**config.mk**
```make
export PLATFORM = sky130hd
export DESIGN_NAME = clic_irq_arbiter
export DESIGN_NICKNAME = d
export VERILOG_FILES = /design/src/rtl/clic_pkg.sv /design/src/rtl/clic_max_tree.sv /design/src/rtl/clic_irq_arbiter.sv
export SDC_FILE = /design/constraint.sdc
export NUM_CORES = 1
export LEC_CHECK = 0
export BUFFER_PORTS_ARGS = -buffer_cell sky130_fd_sc_hd__buf_2
export CAP_MARGIN = 20
export CORE_UTILIZATION = 35
export DETAILED_ROUTE_END_ITERATION = 10
export PLACE_DENSITY = 0.56
export SYNTH_ARGS = -nofsm -noshare
export SYNTH_HDL_FRONTEND = slang
export SYNTH_HIERARCHICAL = 1
export SYNTH_SLANG_ARGS = --single-unit
```
**constraint.sdc**
```tcl
create_clock -name clk_i -period 1.5 [get_ports clk_i]
set_input_delay 0 -clock clk_i [delete_from_list [all_inputs] [get_ports clk_i]]
set_output_delay 0 -clock clk_i [all_outputs]
set_load 0.05 [all_outputs]
```
**src/rtl/clic_pkg.sv**
```systemverilog
// Shared types for the CLIC interrupt arbiter: priority type, candidate payload, tree node compare.
package clic_pkg;

    localparam int unsigned CLIC_N_SOURCE = 32;
    localparam int unsigned CLIC_PRIO_W   = 8;
    localparam int unsigned CLIC_SRC_W    = $clog2(CLIC_N_SOURCE);

    typedef logic [CLIC_PRIO_W-1:0] prio_t;
    typedef logic [CLIC_SRC_W-1:0]  src_id_t;

    typedef struct packed {
        logic    valid;
        src_id_t id;
        prio_t   prio;
        logic    shv;
    } cand_t;

    // Pick the better of two candidates; 'lo' always holds the lower source index, so ties keep it.
    function automatic cand_t cand_pick(input cand_t lo, input cand_t hi);
        cand_t r;
        r = lo;
        if (hi.valid && (!lo.valid || (hi.prio > lo.prio))) begin
            r = hi;
        end
        return r;
    endfunction

endpackage

```
**src/rtl/clic_max_tree.sv**
```systemverilog
// Combinational binary max-priority tree; ties resolve toward the lower source index at every node.
module clic_max_tree
    import clic_pkg::*;
#(
    parameter int unsigned N_SOURCE = CLIC_N_SOURCE
) (
    input  cand_t cand_i [N_SOURCE],
    output cand_t win_o
);

    localparam int unsigned LEVELS = $clog2(N_SOURCE);
    localparam int unsigned N_LEAF = 1 << LEVELS;

    // Heap-ordered node array: node k has children 2k (lower indices) and 2k+1.
    cand_t w_node [1:2*N_LEAF-1];

    // Fill leaves (padding invalid), then reduce toward the root.
    always_comb begin
        for (int unsigned i = 1; i < 2 * N_LEAF; i++) begin
            w_node[i] = '0;
        end
        for (int unsigned i = 0; i < N_LEAF; i++) begin
            if (i < N_SOURCE) begin
                w_node[N_LEAF + i] = cand_i[i];
            end
        end
        for (int unsigned i = N_LEAF - 1; i >= 1; i--) begin
            w_node[i] = cand_pick(w_node[2 * i], w_node[2 * i + 1]);
        end
    end

    assign win_o = w_node[1];

endmodule

```
**src/rtl/clic_irq_arbiter.sv**
```systemverilog
// CLIC arbiter: registers the best pending interrupt and offers it to the hart with kill/claim support.
module clic_irq_arbiter
    import clic_pkg::*;
#(
    parameter int unsigned N_SOURCE = CLIC_N_SOURCE,
    parameter int unsigned PRIO_W   = CLIC_PRIO_W
) (
    input  logic                     clk_i,
    input  logic                     rst_ni,
    input  logic [N_SOURCE-1:0]      ip_i,
    input  logic [N_SOURCE-1:0]      ie_i,
    input  logic [N_SOURCE*PRIO_W-1:0] prio_i,
    input  logic [N_SOURCE-1:0]      shv_i,
    input  logic [PRIO_W-1:0]        thresh_i,
    output logic                     irq_valid_o,
    input  logic                     irq_ready_i,
    output logic [$clog2(N_SOURCE)-1:0] irq_id_o,
    output logic [PRIO_W-1:0]        irq_prio_o,
    output logic                     irq_shv_o,
    output logic                     irq_kill_req_o,
    input  logic                     irq_kill_ack_i,
    output logic [N_SOURCE-1:0]      claim_o
);

    localparam int unsigned SRC_W = $clog2(N_SOURCE);

    typedef enum logic [1:0] {
        S_IDLE,
        S_OFFER,
        S_KILL,
        S_HOLDOFF
    } state_t;

    cand_t   w_cand [N_SOURCE];
    cand_t   w_win;
    cand_t   r_cand;

    state_t  r_state, w_state_nxt;
    logic    r_valid, w_valid_nxt;
    logic    r_kill_req, w_kill_req_nxt;
    src_id_t r_id, w_id_nxt;
    prio_t   r_prio, w_prio_nxt;
    logic    r_shv, w_shv_nxt;

    // Per-source candidate qualification: pending, enabled and strictly above threshold.
    always_comb begin
        for (int unsigned i = 0; i < N_SOURCE; i++) begin
            w_cand[i].valid = ip_i[i] & ie_i[i] & (prio_i[i*PRIO_W +: PRIO_W] > thresh_i);
            w_cand[i].id    = SRC_W'(i);
            w_cand[i].prio  = prio_i[i*PRIO_W +: PRIO_W];
            w_cand[i].shv   = shv_i[i];
        end
    end

    clic_max_tree #(
        .N_SOURCE (N_SOURCE)
    ) u_max_tree (
        .cand_i (w_cand),
        .win_o  (w_win)
    );

    // Pipeline stage holding the current winner snapshot.
    always_ff @(posedge clk_i or negedge rst_ni) begin
        if (!rst_ni) begin
            r_cand <= '0;
        end else begin
            r_cand <= w_win;
        end
    end

    // Offer FSM next-state and next-output logic.
    always_comb begin
        w_state_nxt    = r_state;
        w_valid_nxt    = r_valid;
        w_kill_req_nxt = r_kill_req;
        w_id_nxt       = r_id;
        w_prio_nxt     = r_prio;
        w_shv_nxt      = r_shv;
        unique case (r_state)
            S_IDLE: begin
                if (r_cand.valid) begin
                    w_state_nxt = S_OFFER;
                    w_valid_nxt = 1'b1;
                    w_id_nxt    = r_cand.id;
                    w_prio_nxt  = r_cand.prio;
                    w_shv_nxt   = r_cand.shv;
                end
            end
            S_OFFER: begin
                if (irq_ready_i) begin
                    w_state_nxt = S_HOLDOFF;
                    w_valid_nxt = 1'b0;
                end else if (!r_cand.valid || (r_cand.id != r_id)) begin
                    w_state_nxt    = S_KILL;
                    w_kill_req_nxt = 1'b1;
                end
            end
            S_KILL: begin
                // A late accept still wins over the withdrawal.
                if (irq_ready_i) begin
                    w_state_nxt    = S_HOLDOFF;
                    w_valid_nxt    = 1'b0;
                    w_kill_req_nxt = 1'b0;
                end else if (irq_kill_ack_i) begin
                    w_state_nxt    = S_IDLE;
                    w_valid_nxt    = 1'b0;
                    w_kill_req_nxt = 1'b0;
                end
            end
            S_HOLDOFF: begin
                // Candidate snapshot predates the claim; skip it for one cycle.
                w_state_nxt = S_IDLE;
            end
            default: begin
                w_state_nxt    = S_IDLE;
                w_valid_nxt    = 1'b0;
                w_kill_req_nxt = 1'b0;
            end
        endcase
    end

    // FSM state and registered offer outputs.
    always_ff @(posedge clk_i or negedge rst_ni) begin
        if (!rst_ni) begin
            r_state    <= S_IDLE;
            r_valid    <= 1'b0;
            r_kill_req <= 1'b0;
            r_id       <= '0;
            r_prio     <= '0;
            r_shv      <= 1'b0;
        end else begin
            r_state    <= w_state_nxt;
            r_valid    <= w_valid_nxt;
            r_kill_req <= w_kill_req_nxt;
            r_id       <= w_id_nxt;
            r_prio     <= w_prio_nxt;
            r_shv      <= w_shv_nxt;
        end
    end

    assign irq_valid_o    = r_valid;
    assign irq_kill_req_o = r_kill_req;
    assign irq_id_o       = r_id;
    assign irq_prio_o     = r_prio;
    assign irq_shv_o      = r_shv;

    // One-hot claim only during an accepted handshake.
    assign claim_o = (r_valid && irq_ready_i) ? (N_SOURCE'(1) << r_id) : '0;

endmodule

```
==> summary.txt <==
DRT
----------------------------------------------------------------------------------
Routed wirelength normalized by instance count ......................      18.5 um
DRC violation total after the first TritonRoute iteration ...........         1092
Vias per Instance ...................................................         5.31
Detailed-route wire length ..........................................     82200 um
First-pass DRT Iterations ...........................................            5
Remaining number of nets flagged by the antenna check after routing .            0
Total via count in the routed design ................................        23600
DR DRC count ........................................................            0

WORST SETUP PATH
----------------------------------------------------------------------------------
CP Max Fanout .......................................................            6
Crit path capture type ..............................................         flop
Delay of the slowest cell on the worst path .........................      0.41 ns
Worst reg2reg path depth ............................................            5
Path length in cells of the critical path ...........................           51
R2R Path Start ......................................................  irq_id_o[4]
Critical path launch point ..........................................  thresh_i[1]
Critical Path Start Type ............................................    input pin
WP data required ....................................................      1.60 ns
Destination of the critical timing path .............................    r_cand[7]
Worst R2R End .......................................................   r_state[0]
Kind of cell adding the most delay to the critical path ............. compound AO/OA/AOI/OAI gates
Highest-delay cell along the critical path .......................... sky130_fd_sc_hd__or3_4
CP Class ............................................................ input pin to flop
Arrival time of data at the critical path endpoint ..................      8.91 ns
Buffers and inverters on the worst path .............................           17
Flop-to-flop setup slack ............................................     -0.06 ns
Cell with the most instances on the worst path ...................... sky130_fd_sc_hd__buf_6

LAYOUT
----------------------------------------------------------------------------------
Fin nets ............................................................         4627
Area growth, synth to finish ........................................        71.0%
Number of filler instances in the final layout ......................         4726
Most frequent cells in the layout ................................... sky130_fd_sc_hd__buf_4 (834), sky130_fd_sc_hd__ha_1 (465), sky130_fd_sc_hd__buf_2 (378), sky130_fd_sc_hd__inv_1 (226), sky130_fd_sc_hd__mux2i_1 (194)
Count of antenna diodes in the layout ...............................            0
Post-layout instance area ...........................................   32500 um^2
Fraction of final layout cells sized beyond drive strength 1 ........        0.481
Filler-free cell count of the finished design .......................         4453
Leading cell type in the layout, fill and taps excluded ............. sky130_fd_sc_hd__buf_4

DIE
----------------------------------------------------------------------------------
Floorplan core area .................................................   53700 um^2
Die Span X ..........................................................       235 um
Die Footprint .......................................................   55200 um^2
Starting Density ....................................................        0.354
Number of top-level pins ............................................          412
Row count ...........................................................           85
Vertical die dimension ..............................................       235 um

SYNTH
----------------------------------------------------------------------------------
Number of instances in the synthesized netlist ......................         2317
Count of different cell masters after synthesis .....................           80
Number of warning messages in the yosys log .........................            6
Yosys reg bits ......................................................           33
Number of enable flip-flop cells after synthesis ....................            0
Sequential fraction of the synthesis area ...........................       0.0434
Cell Area, Synth ....................................................   19000 um^2
Primary FF master, synth ............................................ sky130_fd_sc_hd__dfrtp_1
Average size of a mapped cell .......................................    8.20 um^2
Async set or reset register ratio after synthesis ...................         1.00

PLACED DESIGN
----------------------------------------------------------------------------------
Instance area after placement .......................................   28700 um^2
Routability Congestion ..............................................        0.975
I/O Buffers .........................................................          411
Placed Instances ....................................................         4309
Post-detail-place hpwl ..............................................     69000 um

TIMING
----------------------------------------------------------------------------------
Timing-limited maximum frequency ....................................      113 MHz
Final-report hold violation count ...................................            0
Final Slew Violations ...............................................            0
Endpoints failing setup .............................................           30
Final worst path period need ........................................      8.81 ns
Slew Limit Headroom .................................................        0.573
Transition time of the tightest slew-check pin ......................     0.634 ns
Setup ws final ......................................................     -7.31 ns
Unrepaired setup endpoints after global routing .....................         true
Setup TNS after final layout ........................................   -103.35 ns
Share of the clock period used by the worst path after layout .......         5.88
Worst clock skew ....................................................   0.00691 ns

POWER AND IR DROP
----------------------------------------------------------------------------------
P_leak ..............................................................      16.9 nW
Largest voltage drop on the vdd net .................................     0.921 mV
Total power divided by cell area ....................................  736 nW/um^2

CLOCK NETWORK
----------------------------------------------------------------------------------
CTS H-tree lvls .....................................................            2
Clock latency on the worst-skew pair ................................      0.29 ns
TritonCTS clock tree ................................................          yes
Count of clock tree sinks ...........................................           33
Number of clock buffers inserted by TritonCTS .......................            5
Clock-pin transition on the worst setup and hold timing paths .......      0.06 ns
Buffer type at the clock tree root .................................. sky130_fd_sc_hd__clkbuf_16
Deepest clock path buffer count .....................................            2

HOLD PATH
----------------------------------------------------------------------------------
Hold depth ..........................................................            3
Worst hold path class ............................................... input pin to flop

GLOBAL ROUTE
----------------------------------------------------------------------------------
Global-route wire length before repair ..............................    124000 um
Grt total ovfl ......................................................            0
Vias in the first global route ......................................        24200
Initial antenna violation count .....................................            5
Global-route usage over all layers ..................................        0.277
Largest net degree at the start of global routing ...................           34

STATUS
----------------------------------------------------------------------------------
Outcome ............................................................. complete, but fails checks
Violated checks ..................................................... negative setup slack

RUN
----------------------------------------------------------------------------------
Max-cap violations ..................................................            0

[worst reg2reg max path: cells and delay by family (launching register included)]
family,cells,cell delay (ns)
mux,1,0.21
buf+inv,1,0.15
flops,1,0.46
simple gates,1,0.20
compound gates,1,0.33
xor+xnor,1,0.13
[cell usage after synthesis (all sizes together) (4+ instances only)]
master     n  area share
buf       32       0.012
o21ai    131       0.035
o2111ai   40       0.019
a211oi    17      0.0074
o31ai     15      0.0069
nor2     106       0.021
mux2      53       0.032
mux2i    272        0.14
or2       12      0.0039
xnor2      5      0.0043
nand2     90       0.018
o22a       5      0.0023
o211ai    68       0.028
inv      246       0.049
o31a      13      0.0060
o32a       8      0.0042
o22ai     27      0.0089
a22oi     21      0.0083
clkbuf    12      0.0024
ha       507        0.33
dfrtp     33       0.043
a21o       8      0.0032
nand3     24      0.0063
a2111o     6      0.0036
nor4       8      0.0036
and2      14      0.0046
nand4    129       0.042
o21a      34       0.013
a21oi    191       0.051
nor3      30      0.0084
nor2b     76       0.025
nand2b    15      0.0057
a21boi    10      0.0039
a31oi      4      0.0020
or3        6      0.0020
o41ai     15       0.020
[registers in the layout (all words and copies together) (netlist names)]
name            count
irq_prio_o          8
r_state             2
irq_kill_req_o      1
irq_valid_o         1
r_cand             15
irq_shv_o           1
irq_id_o            5
[area by class of cell]
cell class | instances | area [um^2] | share of cell area
multi-input combinational | 2153 | 20200 | 0.621
tap | 696 | 871 | 0.0268
timing repair buffer | 1317 | 9550 | 0.294
clock inverter | 2 | 10.0 | 0.000308
clock buffer | 6 | 129 | 0.00397
inverter | 246 | 933 | 0.0287
sequential | 33 | 833 | 0.0256
[what timing repair did]
action / in CTS / in global routing
gates cloned: 6 / 1
buffers inserted: 75 / 57
setup endpoints to repair: 50 / 60
pin swaps: 87 / 140
hold buffers: 1 / 0
resized for setup: 314 / 251
endpoints found under the hold margin: 33 / 0
[how the worst min path moves through the flow]
| stage | from | endpoint | slack [ns] |
|---|---|---|---|
| after floorplan | rst_ni | irq_id_o[0] | -0.30 |
| after global placement | rst_ni | irq_prio_o[5] | 0.07 |
| after detailed placement | rst_ni | irq_prio_o[5] | 0.08 |
| after CTS | irq_ready_i | irq_kill_req_o | 0.11 |
| after global routing | irq_ready_i | irq_kill_req_o | 0.16 |
| final | irq_ready_i | irq_kill_req_o | 0.14 |
[routing by layer]
layer	track usage	vias to the layer above	wire, um
li1	-	11600	-
met1	0.335	11200	34600
met2	0.522	629	42100
met3	0.0217	164	3080
met4	0.0730	8	2330
met5	0	-	46
[report_power, final]
part	total (mW)	leakage [nW]	internal [mW]	switching (mW)
registers	1.94	0.390	1.38	0.563
logic	20.9	16.4	10.2	10.8
clock network	1.02	0.0706	0.610	0.408
[cell families after synthesis]
group | count (synthesis) | share of synthesized area
xor+xnor | 5 | 0.00428
compound gates | 637 | 0.235
flops | 33 | 0.0434
mux | 325 | 0.176
simple gates | 518 | 0.144
fa+ha+maj | 507 | 0.334
other cells | 2 | 0.000395
buf+inv | 290 | 0.0627
[through the flow]
step,util,hold slack [ns],worst slack [ns],power (mW)
final,0.605,0.136,-7.31,23.9
after floorplan,-,-0.296,-7.37,11.3
after detailed placement,0.534,0.0765,-8.08,18.4
after CTS,0.573,0.108,-7.00,21.6
after global routing,0.605,0.164,-7.72,25.5
after global placement,0.534,0.0678,-7.92,18.0
No activity file was read; power rests on OpenSTA's default activity.
